`config.mk`:
```
export PLATFORM = sky130hd
export DESIGN_NAME = amba_axi_burst_write
export DESIGN_NICKNAME = d
export VERILOG_FILES = /design/src/rtl/amba_axi_pkg.sv /design/src/rtl/axi_wr_fifo.sv /design/src/rtl/amba_axi_burst_write.sv
export SDC_FILE = /design/constraint.sdc
export NUM_CORES = 1
export LEC_CHECK = 0
export ABC_AREA = 1
export CORE_ASPECT_RATIO = 0.6
export CORE_MARGIN = 3
export CORE_UTILIZATION = 38
export DETAILED_ROUTE_END_ITERATION = 8
export GPL_TIMING_DRIVEN = 0
export SYNTH_ARGS = -nofsm -noshare
export SYNTH_HDL_FRONTEND = slang
export SYNTH_HIERARCHICAL = 1
export SYNTH_SLANG_ARGS = --single-unit
```
`constraint.sdc`:
```
create_clock -name aclk -period 7.6 [get_ports aclk]
set_input_delay 1.52 -clock aclk [delete_from_list [all_inputs] [get_ports aclk]]
set_output_delay 1.52 -clock aclk [all_outputs]
set_load 0.02 [all_outputs]
```
`src/rtl/amba_axi_pkg.sv`:
```
// rtl/amba_axi_pkg.sv - shared AXI3 write-master codes, defaults and FSM state type
package amba_axi_pkg;

  // B channel response codes
  localparam logic [1:0] RESP_OKAY   = 2'b00;
  localparam logic [1:0] RESP_EXOKAY = 2'b01;
  localparam logic [1:0] RESP_SLVERR = 2'b10;
  localparam logic [1:0] RESP_DECERR = 2'b11;

  // AW burst type codes
  localparam logic [1:0] BURST_FIXED = 2'b00;
  localparam logic [1:0] BURST_INCR  = 2'b01;
  localparam logic [1:0] BURST_WRAP  = 2'b10;

  // fixed attributes for decoder output traffic: bufferable, non-secure data
  localparam logic [3:0] AWCACHE_DEFAULT = 4'b0001;
  localparam logic [2:0] AWPROT_DEFAULT  = 3'b010;
  localparam logic [1:0] AWLOCK_NORMAL   = 2'b00;

  typedef enum logic [1:0] {
    IDLE  = 2'd0,
    BURST = 2'd1,
    RESP  = 2'd2
  } wr_state_t;

  // AxSIZE encoding for a beat of the given byte width
  function automatic logic [2:0] size_code(input int bytes);
    return 3'($clog2(bytes));
  endfunction

endpackage

```
`src/rtl/axi_wr_fifo.sv`:
```
// rtl/axi_wr_fifo.sv - show-ahead data FIFO feeding the W channel
module axi_wr_fifo #(
  parameter int WIDTH = 32,
  parameter int DEPTH = 16
) (
  input  logic             aclk,
  input  logic             aresetn,
  input  logic             push,
  input  logic [WIDTH-1:0] push_data,
  input  logic             pop,
  output logic [WIDTH-1:0] head,
  output logic             full,
  output logic             empty
);

  localparam int PW = $clog2(DEPTH);
  localparam logic [PW:0] FULL_CNT = (PW + 1)'(DEPTH);

  logic [WIDTH-1:0] mem [DEPTH];
  logic [PW-1:0]    wr_ptr;
  logic [PW-1:0]    rd_ptr;
  logic [PW:0]      count;
  logic             do_push;
  logic             do_pop;

  // a pop frees a slot in the same cycle, so a full FIFO may still take a push
  assign do_pop  = pop && !empty;
  assign do_push = push && (!full || do_pop);

  // storage is not reset; occupancy alone decides which entries are valid
  always_ff @(posedge aclk) begin
    if (do_push) mem[wr_ptr] <= push_data;
  end

  // pointer and occupancy tracking; reset flushes all entries
  always_ff @(posedge aclk or negedge aresetn) begin
    if (!aresetn) begin
      wr_ptr <= '0;
      rd_ptr <= '0;
      count  <= '0;
    end else begin
      if (do_push) wr_ptr <= wr_ptr + 1'b1;
      if (do_pop)  rd_ptr <= rd_ptr + 1'b1;
      case ({do_push, do_pop})
        2'b10:   count <= count + 1'b1;
        2'b01:   count <= count - 1'b1;
        default: ;
      endcase
    end
  end

  assign head  = mem[rd_ptr];
  assign full  = (count == FULL_CNT);
  assign empty = (count == '0);

endmodule

```
`src/rtl/amba_axi_burst_write.sv`:
```
// rtl/amba_axi_burst_write.sv - AXI3 INCR burst write master; AXI_WR_ERR_EN enables slave error capture
module amba_axi_burst_write
  import amba_axi_pkg::*;
#(
  parameter int          DATA_W     = 32,
  parameter logic [3:0]  AXI_ID     = 4'h0,
  parameter int          MAX_BURST  = 16,
  parameter int          FIFO_DEPTH = 16
) (
  input  logic                aclk,
  input  logic                aresetn,
  input  logic [31:0]         cmd_addr,
  input  logic [3:0]          cmd_len,
  input  logic                cmd_valid,
  output logic                cmd_ready,
  input  logic [DATA_W-1:0]   dat_data,
  input  logic                dat_valid,
  output logic                dat_ready,
  output logic                busy,
  output logic                done,
  output logic                err,
  output logic [31:0]         err_addr,
  input  logic                err_clr,
  output logic [3:0]          awid,
  output logic [31:0]         awaddr,
  output logic [3:0]          awlen,
  output logic [2:0]          awsize,
  output logic [1:0]          awburst,
  output logic [1:0]          awlock,
  output logic [3:0]          awcache,
  output logic [2:0]          awprot,
  output logic                awvalid,
  input  logic                awready,
  output logic [3:0]          wid,
  output logic [DATA_W-1:0]   wdata,
  output logic [DATA_W/8-1:0] wstrb,
  output logic                wlast,
  output logic                wvalid,
  input  logic                wready,
  input  logic [3:0]          bid,
  input  logic [1:0]          bresp,
  input  logic                bvalid,
  output logic                bready
);

  localparam logic [3:0] MAX_LEN = 4'(MAX_BURST - 1);

  wr_state_t         state;
  logic [31:0]       addr_q;
  logic [3:0]        len_q;
  logic [4:0]        beats_left;
  logic              aw_done;
  logic              awvalid_q;
  logic              bready_q;
  logic              done_q;
  logic [3:0]        len_sat;
  logic              fifo_full;
  logic              fifo_empty;
  logic [DATA_W-1:0] fifo_head;
  logic              aw_hs;
  logic              w_hs;
  logic              b_match;
  logic              w_complete;
  logic              aw_complete;

  assign len_sat     = (cmd_len > MAX_LEN) ? MAX_LEN : cmd_len;
  assign aw_hs       = awvalid_q && awready;
  assign w_hs        = wvalid && wready;
  assign b_match     = bready_q && bvalid && (bid == AXI_ID);
  // last beat already gone, or going this cycle; AW likewise
  assign w_complete  = (beats_left == 5'd0) || (w_hs && wlast);
  assign aw_complete = aw_done || aw_hs;

  axi_wr_fifo #(
    .WIDTH (DATA_W),
    .DEPTH (FIFO_DEPTH)
  ) u_fifo (
    .aclk      (aclk),
    .aresetn   (aresetn),
    .push      (dat_valid && dat_ready),
    .push_data (dat_data),
    .pop       (w_hs),
    .head      (fifo_head),
    .full      (fifo_full),
    .empty     (fifo_empty)
  );

  // burst sequencing: command latch, AW/W progress tracking, B acceptance
  always_ff @(posedge aclk or negedge aresetn) begin
    if (!aresetn) begin
      state      <= IDLE;
      addr_q     <= '0;
      len_q      <= '0;
      beats_left <= '0;
      aw_done    <= 1'b0;
      awvalid_q  <= 1'b0;
      bready_q   <= 1'b0;
      done_q     <= 1'b0;
    end else begin
      done_q <= 1'b0;
      case (state)
        IDLE: begin
          if (cmd_valid) begin
            addr_q     <= cmd_addr;
            len_q      <= len_sat;
            beats_left <= {1'b0, len_sat} + 5'd1;
            awvalid_q  <= 1'b1;
            aw_done    <= 1'b0;
            state      <= BURST;
          end
        end
        BURST: begin
          if (aw_hs) begin
            awvalid_q <= 1'b0;
            aw_done   <= 1'b1;
          end
          if (w_hs) beats_left <= beats_left - 5'd1;
          if (w_complete && aw_complete) begin
            bready_q <= 1'b1;
            state    <= RESP;
          end
        end
        RESP: begin
          // responses tagged for another master are left alone
          if (b_match) begin
            bready_q <= 1'b0;
            done_q   <= 1'b1;
            state    <= IDLE;
          end
        end
        default: state <= IDLE;
      endcase
    end
  end

  assign cmd_ready = (state == IDLE);
  assign busy      = (state != IDLE);
  assign dat_ready = !fifo_full;
  assign done      = done_q;

  assign awid    = AXI_ID;
  assign awaddr  = addr_q;
  assign awlen   = len_q;
  assign awsize  = size_code(DATA_W / 8);
  assign awburst = BURST_INCR;
  assign awlock  = AWLOCK_NORMAL;
  assign awcache = AWCACHE_DEFAULT;
  assign awprot  = AWPROT_DEFAULT;
  assign awvalid = awvalid_q;

  assign wid    = AXI_ID;
  assign wvalid = (state == BURST) && !fifo_empty && (beats_left != 5'd0);
  // stale storage is hidden so an empty FIFO presents zero data
  assign wdata  = fifo_empty ? '0 : fifo_head;
  assign wstrb  = '1;
  assign wlast  = (beats_left == 5'd1);
  assign bready = bready_q;

`ifdef AXI_WR_ERR_EN
  logic        err_q;
  logic [31:0] err_addr_q;
  logic        b_err;

  assign b_err = b_match && (bresp != RESP_OKAY);

  // sticky error with first-failure address; a new error outranks a same-cycle clear
  always_ff @(posedge aclk or negedge aresetn) begin
    if (!aresetn) begin
      err_q      <= 1'b0;
      err_addr_q <= '0;
    end else if (b_err) begin
      err_q <= 1'b1;
      if (!err_q) err_addr_q <= addr_q;
    end else if (err_clr) begin
      err_q <= 1'b0;
    end
  end

  assign err      = err_q;
  assign err_addr = err_addr_q;
`else
  logic unused_err_inputs;
  assign unused_err_inputs = &{1'b0, err_clr, bresp};
  assign err      = 1'b0;
  assign err_addr = '0;
`endif

endmodule

```
==> results of run 1 <==
==> registers in the layout (all words and copies together) (netlist names) <==
| register | count |
|---|---|
| awlen | 4 |
| awvalid | 1 |
| done | 1 |
| awaddr | 32 |
| state | 2 |
| u_fifo/wr_ptr | 4 |
| u_fifo/mem | 512 |
| beats_left | 5 |
| u_fifo/rd_ptr | 4 |
| bready | 1 |
| aw_done | 1 |
| u_fifo/count | 5 |
==> tightest hold or removal path, cell delays in order, from the launching register on <==
cell     delay (ns)
dfrtp_1        0.34
nand2_1        0.05
nand2_1        0.06
==> placed cells by master, fill, tap and decap left out, types with 4 or more instances in the layout <==
cell             Yosys  final
edfxtp_1           512    512
nor2_1             397    381
o21ai_0            216    216
nand2_1            176    176
clkdlybuf4s50_1      0    153
o211ai_1           130    130
inv_1               83     83
nand3_1             76     76
buf_4               68     69
dfrtp_1             60     60
conb_1               2     59
clkbuf_1            46     55
o21ai_1             53     53
clkbuf_16            0     51
buf_2               44     44
a21oi_1             29     29
nor2_4               1     17
buf_6               15     15
ha_1                12     12
clkinv_1             1     12
clkinv_2             0      9
xor2_1               9      9
buf_12               0      9
buf_16               0      7
inv_2                5      5
inv_6                1      5
nand2_2              4      4
nand4_1              4      4
==> per-layer routing <==
layer	global-route usage	wire length (um)
met5	0	29
met4	0.0502	1470
met3	0.0943	11500
met2	0.338	32400
met1	0.333	32300
==> synthesized netlist by cell type, types with 2 or more instances <==
cell	count
inv_2	5
a21oi_1	29
conb_1	2
clkbuf_1	46
nand3_1	76
inv_1	83
dfrtp_1	60
nor2_2	3
nor3_1	2
nor2_1	397
buf_4	68
buf_1	3
edfxtp_1	512
o21ai_0	216
ha_1	12
nand3_2	2
xor2_1	9
nand2_1	176
nand4_1	4
buf_2	44
o211ai_1	130
o21ai_1	53
buf_6	15
nand3b_1	2
nand2_2	4
==> path summary, 6_finish.rpt <==
path | endpoint | start
min | awaddr[22] | awaddr[22]
min reg2reg | awaddr[22] | awaddr[22]
max reg2reg | u_fifo/mem[8][29] | u_fifo/count[1]
min in group asynchronous | awaddr[12] | aresetn
max in group asynchronous | state[1] | aresetn
max | wdata[12] | u_fifo/rd_ptr[2]
==> area by class of cell <==
class	instances	area, sq um	area share
flip-flops and latches	572	16900	0.591
clock inverters	29	205	0.00719
multi-input cells	1182	5760	0.202
repair buffers	170	1910	0.0669
well taps	828	1040	0.0363
inverters	90	343	0.0120
plain buffers	176	1080	0.0380
clock buffers	63	1340	0.0470
==> per-stage QoR <==
stage	worst slack [ns]	std cells	total power, mW	util	hold WS [ns]
after floorplan	3.79	2020	6.81	-	0.483
after global placement	0.929	3002	9.04	0.433	0.464
after detailed placement	3.12	3018	9.19	0.441	0.464
after CTS	2.47	3110	11.7	0.466	0.483
after global routing	2.30	3110	12.3	0.466	0.506
final	2.37	3110	11.7	0.466	0.477
==> cell families after synthesis <==
logic type                 share of synthesized area
DFF                                            0.711
adders and majority gates                    0.00717
buffers and inverters                         0.0601
AOI/OAI and AO/OA                              0.106
other                                       0.000316
and+or+nand+nor                                0.112
xor gates and xnor gates                     0.00369
==> power by group through the flow <==
| stage | Clock, mW | Sequential (mW) | Combinational, mW |
|---|---|---|---|
| finish | 2.47 | 3.99 | 5.27 |
| global route | 2.64 | 4.03 | 5.61 |
| CTS | 2.51 | 3.99 | 5.16 |
| detailed placement | 0 | 4.06 | 5.14 |
| global placement | 0 | 4.07 | 4.97 |
| floorplan | 0 | 4.15 | 2.66 |
==> run metrics, run 1 <==
outcome completed; crit path launch type flip-flop; LEAKAGE 10.3 nW; final worst path period share 0.688; total number of vias 16.9k; initial core utilization 0.387; HP Class reg -> reg; worst vdd rail ir drop 0.229 mV; CP max stage cell clkbuf_1; critical-path cell list inv_1 > buf_2 > clkbuf_1 > o211ai_1 > nand3_1 > nand2_1 > inv_1 > nor2_1 > clkdlybuf4s50_1; Sw Pwr 4.94 mW; max_slew headroom 0.107; CTS sink count 572; HPWL after detailed placement 51800 um; MaxCap Viol Count 0; Final Skew 0.0288 ns; initial antenna violation count 2; Setup violations, final 0; Port Buf Inserts 154; sequential share of the synthesized area 0.711; Cell variety after synth 35; CTS H-tree lvls 2; RSZ-0062 raised after global routing no; DR pass1 iterations 5; hold path cells 2; Clock Path Buffers 3; Worst path most repeated cell inv_1; Area contributors post-synth edfxtp_1 65%, dfrtp_1 6.3%, nor2_1 6.3%; Area Overhead vs Synth 20.4%; r2r worst-path depth 12; ANT cells 0; Die ar. 65600 sq um; Starting DRT DRC Count 2418; row cnt 70; Ys Warns 6; pin count of the biggest net entering global routing 61; I/O Pins 217; DRT antenna net count 0; CTS tree yes; Worst Path Buf+Inv 5; Post-CTS Setup Bufs 0; Gate Count Post-Synth 1963; Final Net Count 2338; vias in the first global route 16.0k; Worst Tran Pin Value 1.34 ns; hold-fix buffer count after cts 0; switching part of the total power 0.421; die height 200 um; top cell type's share of synthesized area 0.648; CP delay by family, top buffers and inverters; final setup TNS 0 ns; #FFs+latches synth 572; clock root buffer clkbuf_16; Final Hold Vio Count 0; DIE WIDTH 329 um; WP data arrival 3.71 ns; TritonCTS Buffers 51; share of cells above drive strength 1 0.110; area of the core 61300 sq um; drc violations 0; crit path max fanout 10; Comb pwr share 0.449; critical path depth 9; Fmax achieved 191 MHz; Resize count post-CTS 0; Setup crit end kind output port; R2R Setup Slk 4.12 ns; pwr dens 411 nW/um^2; Yosys top cell by area edfxtp_1; Critical Path RT 6.08 ns; minimum clock period 5.23 ns; Netlist Area Pre-Place 23700 sq um; global-route wire length before repair 110000 um; clock power share 0.211; area post-placement 27000 sq um; post-DR wirelength/cell 25.0 um; syn avg cell area 12.1 sq um; Congestion Overflow GR 0; CP max stage delay 1.01 ns; Reg clk slew, reported paths 0.07 ns; internal power 6.80 mW; Avg Vias per Cell 5.42; Post-synth ARST share 0.105; Post-synth EDFFs 512; Placer Congestion 0.840; final WL 77700 um; Main synth FF type edfxtp_1; GRT Util Overall 0.234; sequential power share 0.340; later-pin clock latency in the skew report 0.60 ns; critical path type reg -> out; Max Transition Viols Final 0; fin area 28600 sq um; number of filler cells placed in the layout 5532
Note: power is estimated with default switching activity, not from simulation.
==> run 2: changes to the inputs <==
clock period = 4.8 ns   (was 7.6 ns; I/O delays follow)
==> results of run 2 <==
Same layout as run 1 (identical final DEF). Status: completed.
Main changes from that run: setup slack after placement 3.12 ns -> 0.877 ns; setup slack after layout 2.37 ns -> 0.131 ns; hold slack 0.477 ns -> 0.457 ns; register-to-register setup slack 4.12 ns -> 1.32 ns; total power 11.7 mW -> 18.6 mW; worst IR drop on VDD 0.229 mV -> 0.362 mV
==> run 3: changes to the inputs <==
PLACE_DENSITY = 0.67   (was default)
SYNTH_HIERARCHICAL = default   (was 1)
==> run 3 against run 2 <==
Compared with the run above:
- clock-buffer cell count is 1 higher
- die area fell by 0.54%
- first-iteration DRC count decreased by 8.2%
- critical path type unchanged
==> run metrics, run 3 <==
post-synthesis compound-gate area fraction 0.0744; pin count of the biggest net entering global routing 40; Post-synth EDFFs 512; commonest non-fill, non-tap cells in the layout 601 x nand2_1, 512 x edfxtp_1, 162 x a21oi_1, 153 x clkdlybuf4s50_1, 149 x nor2_1; critical-path cell list buf_4 > clkbuf_1 > nand2_1 > nand3_1 > nand2_1 > a21oi_1 > o31ai_1 > a21oi_1 > clkdlybuf4s50_1; Worst Tran Pin Value 1.07 ns; Biggest register u_fifo.mem; outcome completed; die height 199 um; I/O Pins 217; Final Skew 0.0186 ns; Post-CTS Setup Bufs 0; #FFs+latches synth 572; count leader, synth nand2_1; Post-Synth XOR/XNOR Area 0.00445; LEAKAGE 10.7 nW; pwr dens 637 nW/um^2; crit path max fanout 10; Layout Utilization 0.468; DR pass1 iterations 6; CP max stage cell clkdlybuf4s50_1; Port Buf Inserts 154; critical path type reg -> out; largest family of logic cells by synthesized area simple AND/OR/NAND/NOR gates; row cnt 70; R2R Setup Slk 1.54 ns; Avg Vias per Cell 5.28; Worst Path Buf+Inv 3; final worst path period share 0.954; RSZ-0062 raised after global routing no; Comb pwr share 0.428; WP data arrival 3.62 ns; Final Hold Vio Count 0; Critical Path RT 3.84 ns; clock power share 0.223; Setup crit end kind output port; Area contributors post-synth edfxtp_1 65%, nand2_1 9.6%, dfrtp_1 6.4%; global-route wire length before repair 103000 um; Sw Pwr 7.43 mW; syn avg cell area 11.6 sq um; worst vdd rail ir drop 0.421 mV; Starting DRT DRC Count 2220; top cell type's share of synthesized area 0.652; area of the core 61100 sq um; Netlist Area Pre-Place 23600 sq um; minimum clock period 4.58 ns; final WL 71100 um; Gate Count Post-Synth 2028; Main synth FF type edfxtp_1; CTS sink count 572; Max Transition Viols Final 0; Hold WS 0.359 ns; final worst slack 0.219 ns; Congestion Overflow GR 0; clock root buffer clkbuf_16; Post-Place Setup Slack 0.856 ns; RR Endpoint u_fifo.count[4]; share of cells above drive strength 1 0.0952; CP delay by family, top buffers and inverters; Simple-Gate Fraction of Synth Area 0.152; ANT cells 0; Cell variety after synth 28; MaxCap Viol Count 0; CTS H-tree lvls 2; r2r worst-path depth 17; HP Class in -> async; CP max stage delay 0.67 ns; Crit Reg-Reg Startpoint u_fifo.count[3]; CTS tree yes; drc violations 0; Area Overhead vs Synth 21.1%; max_slew headroom 0.290; Reg clk slew, reported paths 0.06 ns; HPWL after detailed placement 47600 um; Placer Congestion 0.845; mux cell area share after synthesis 0; number of filler cells placed in the layout 5465; DRT antenna net count 0; max reg flops 512; initial antenna violation count 1; GRT Util Overall 0.214; internal power 10.8 mW; Ys Warns 0; hold-fix buffer count after cts 0; Fmax achieved 218 MHz; sequential share of the synthesized area 0.715; Die ar. 65200 sq um; Synth top cells by count 601 x nand2_1, 512 x edfxtp_1, 165 x nor2_1; vias in the first global route 15.8k; switching part of the total power 0.408; initial core utilization 0.386; Clock Path Buffers 3; Final Net Count 2405; leading cell type in the layout, fill and taps excluded nand2_1; later-pin clock latency in the skew report 0.59 ns; DIE WIDTH 328 um; Adder-Cell Fraction of Synth Area 0.00636; Resize count post-CTS 0; crit path launch type flip-flop; total number of vias 16.8k; Yosys top cell by area edfxtp_1; TritonCTS Buffers 51; Post-synth ARST share 0.105; sequential power share 0.349; Setup violations, final 0; post-DR wirelength/cell 22.4 um
run 3: changes by cell type after synthesis, moves of 7 or more:
| cell | delta |
|---|---|
| a21oi_1 | +133 |
| o21ai_0 | -137 |
| buf_4 | +7 |
| nand3_1 | +59 |
| buf_1 | +10 |
| buf_6 | -14 |
| o21ai_1 | -53 |
| inv_1 | -50 |
| o31ai_1 | +64 |
| nor2_1 | -232 |
| nand2_1 | +425 |
| buf_2 | -8 |
| o211ai_1 | -128 |
run 3: power groups by stage:
stage               clock (mW)  sequential (mW)  combinational [mW]
floorplan                    0             6.60                4.02
global placement             0             6.48                7.36
detailed placement           0             6.45                7.68
CTS                       4.10             6.36                7.72
global route              4.34             6.41                8.36
finish                    4.07             6.36                7.79
run 3: cells by family after synthesis:
kind of cell,after synthesis
AOI/OAI and AO/OA,315
and+or+nand+nor,905
adders and majority gates,12
xor gates and xnor gates,12
other,2
buffers and inverters,210
DFF,572
run 3: how the worst max path moves through the flow:
stage	end	start	slack, ns	cells after the start
after global placement	u_fifo.mem[15][10]	dat_valid	-0.74	5
final	wdata[29]	u_fifo.rd_ptr[0]	0.22	9
after CTS	wdata[29]	u_fifo.rd_ptr[0]	0.22	9
after detailed placement	wdata[29]	u_fifo.rd_ptr[0]	0.86	9
after floorplan	u_fifo.mem[11][0]	dat_valid	1.65	4
after global routing	wdata[28]	u_fifo.rd_ptr[1]	0.06	7
run 3: through the flow:
stage	cell area, sq um	std cells	power [mW]	setup TNS (ns)
2_1_floorplan	23800	2085	10.6	0
3_3_place_gp	26400	3067	13.8	-224.29
3_5_place_dp	27000	3086	14.1	0
4_1_cts	28600	3180	18.2	0
5_1_grt	28600	3180	19.1	0
6_report	28600	3180	18.2	0
run 3: layout make-up:
type                            count  area [sq um]  share of cell area
Inverter                           35           131             0.00460
Multi-Input combinational cell   1303          5930               0.208
Timing Repair Buffer              173          2000              0.0699
Sequential cell                   572         16900               0.590
Buffer                            175           991              0.0347
Clock inverter                     30           241             0.00845
Clock buffer                       64          1380              0.0482
Tap cell                          828          1040              0.0362
run 3: metal layers:
metal	global-route usage	part of all wire
met5	0	0
met1	0.319	0.43
met4	0.0516	0.019
met2	0.314	0.43
met3	0.0536	0.12
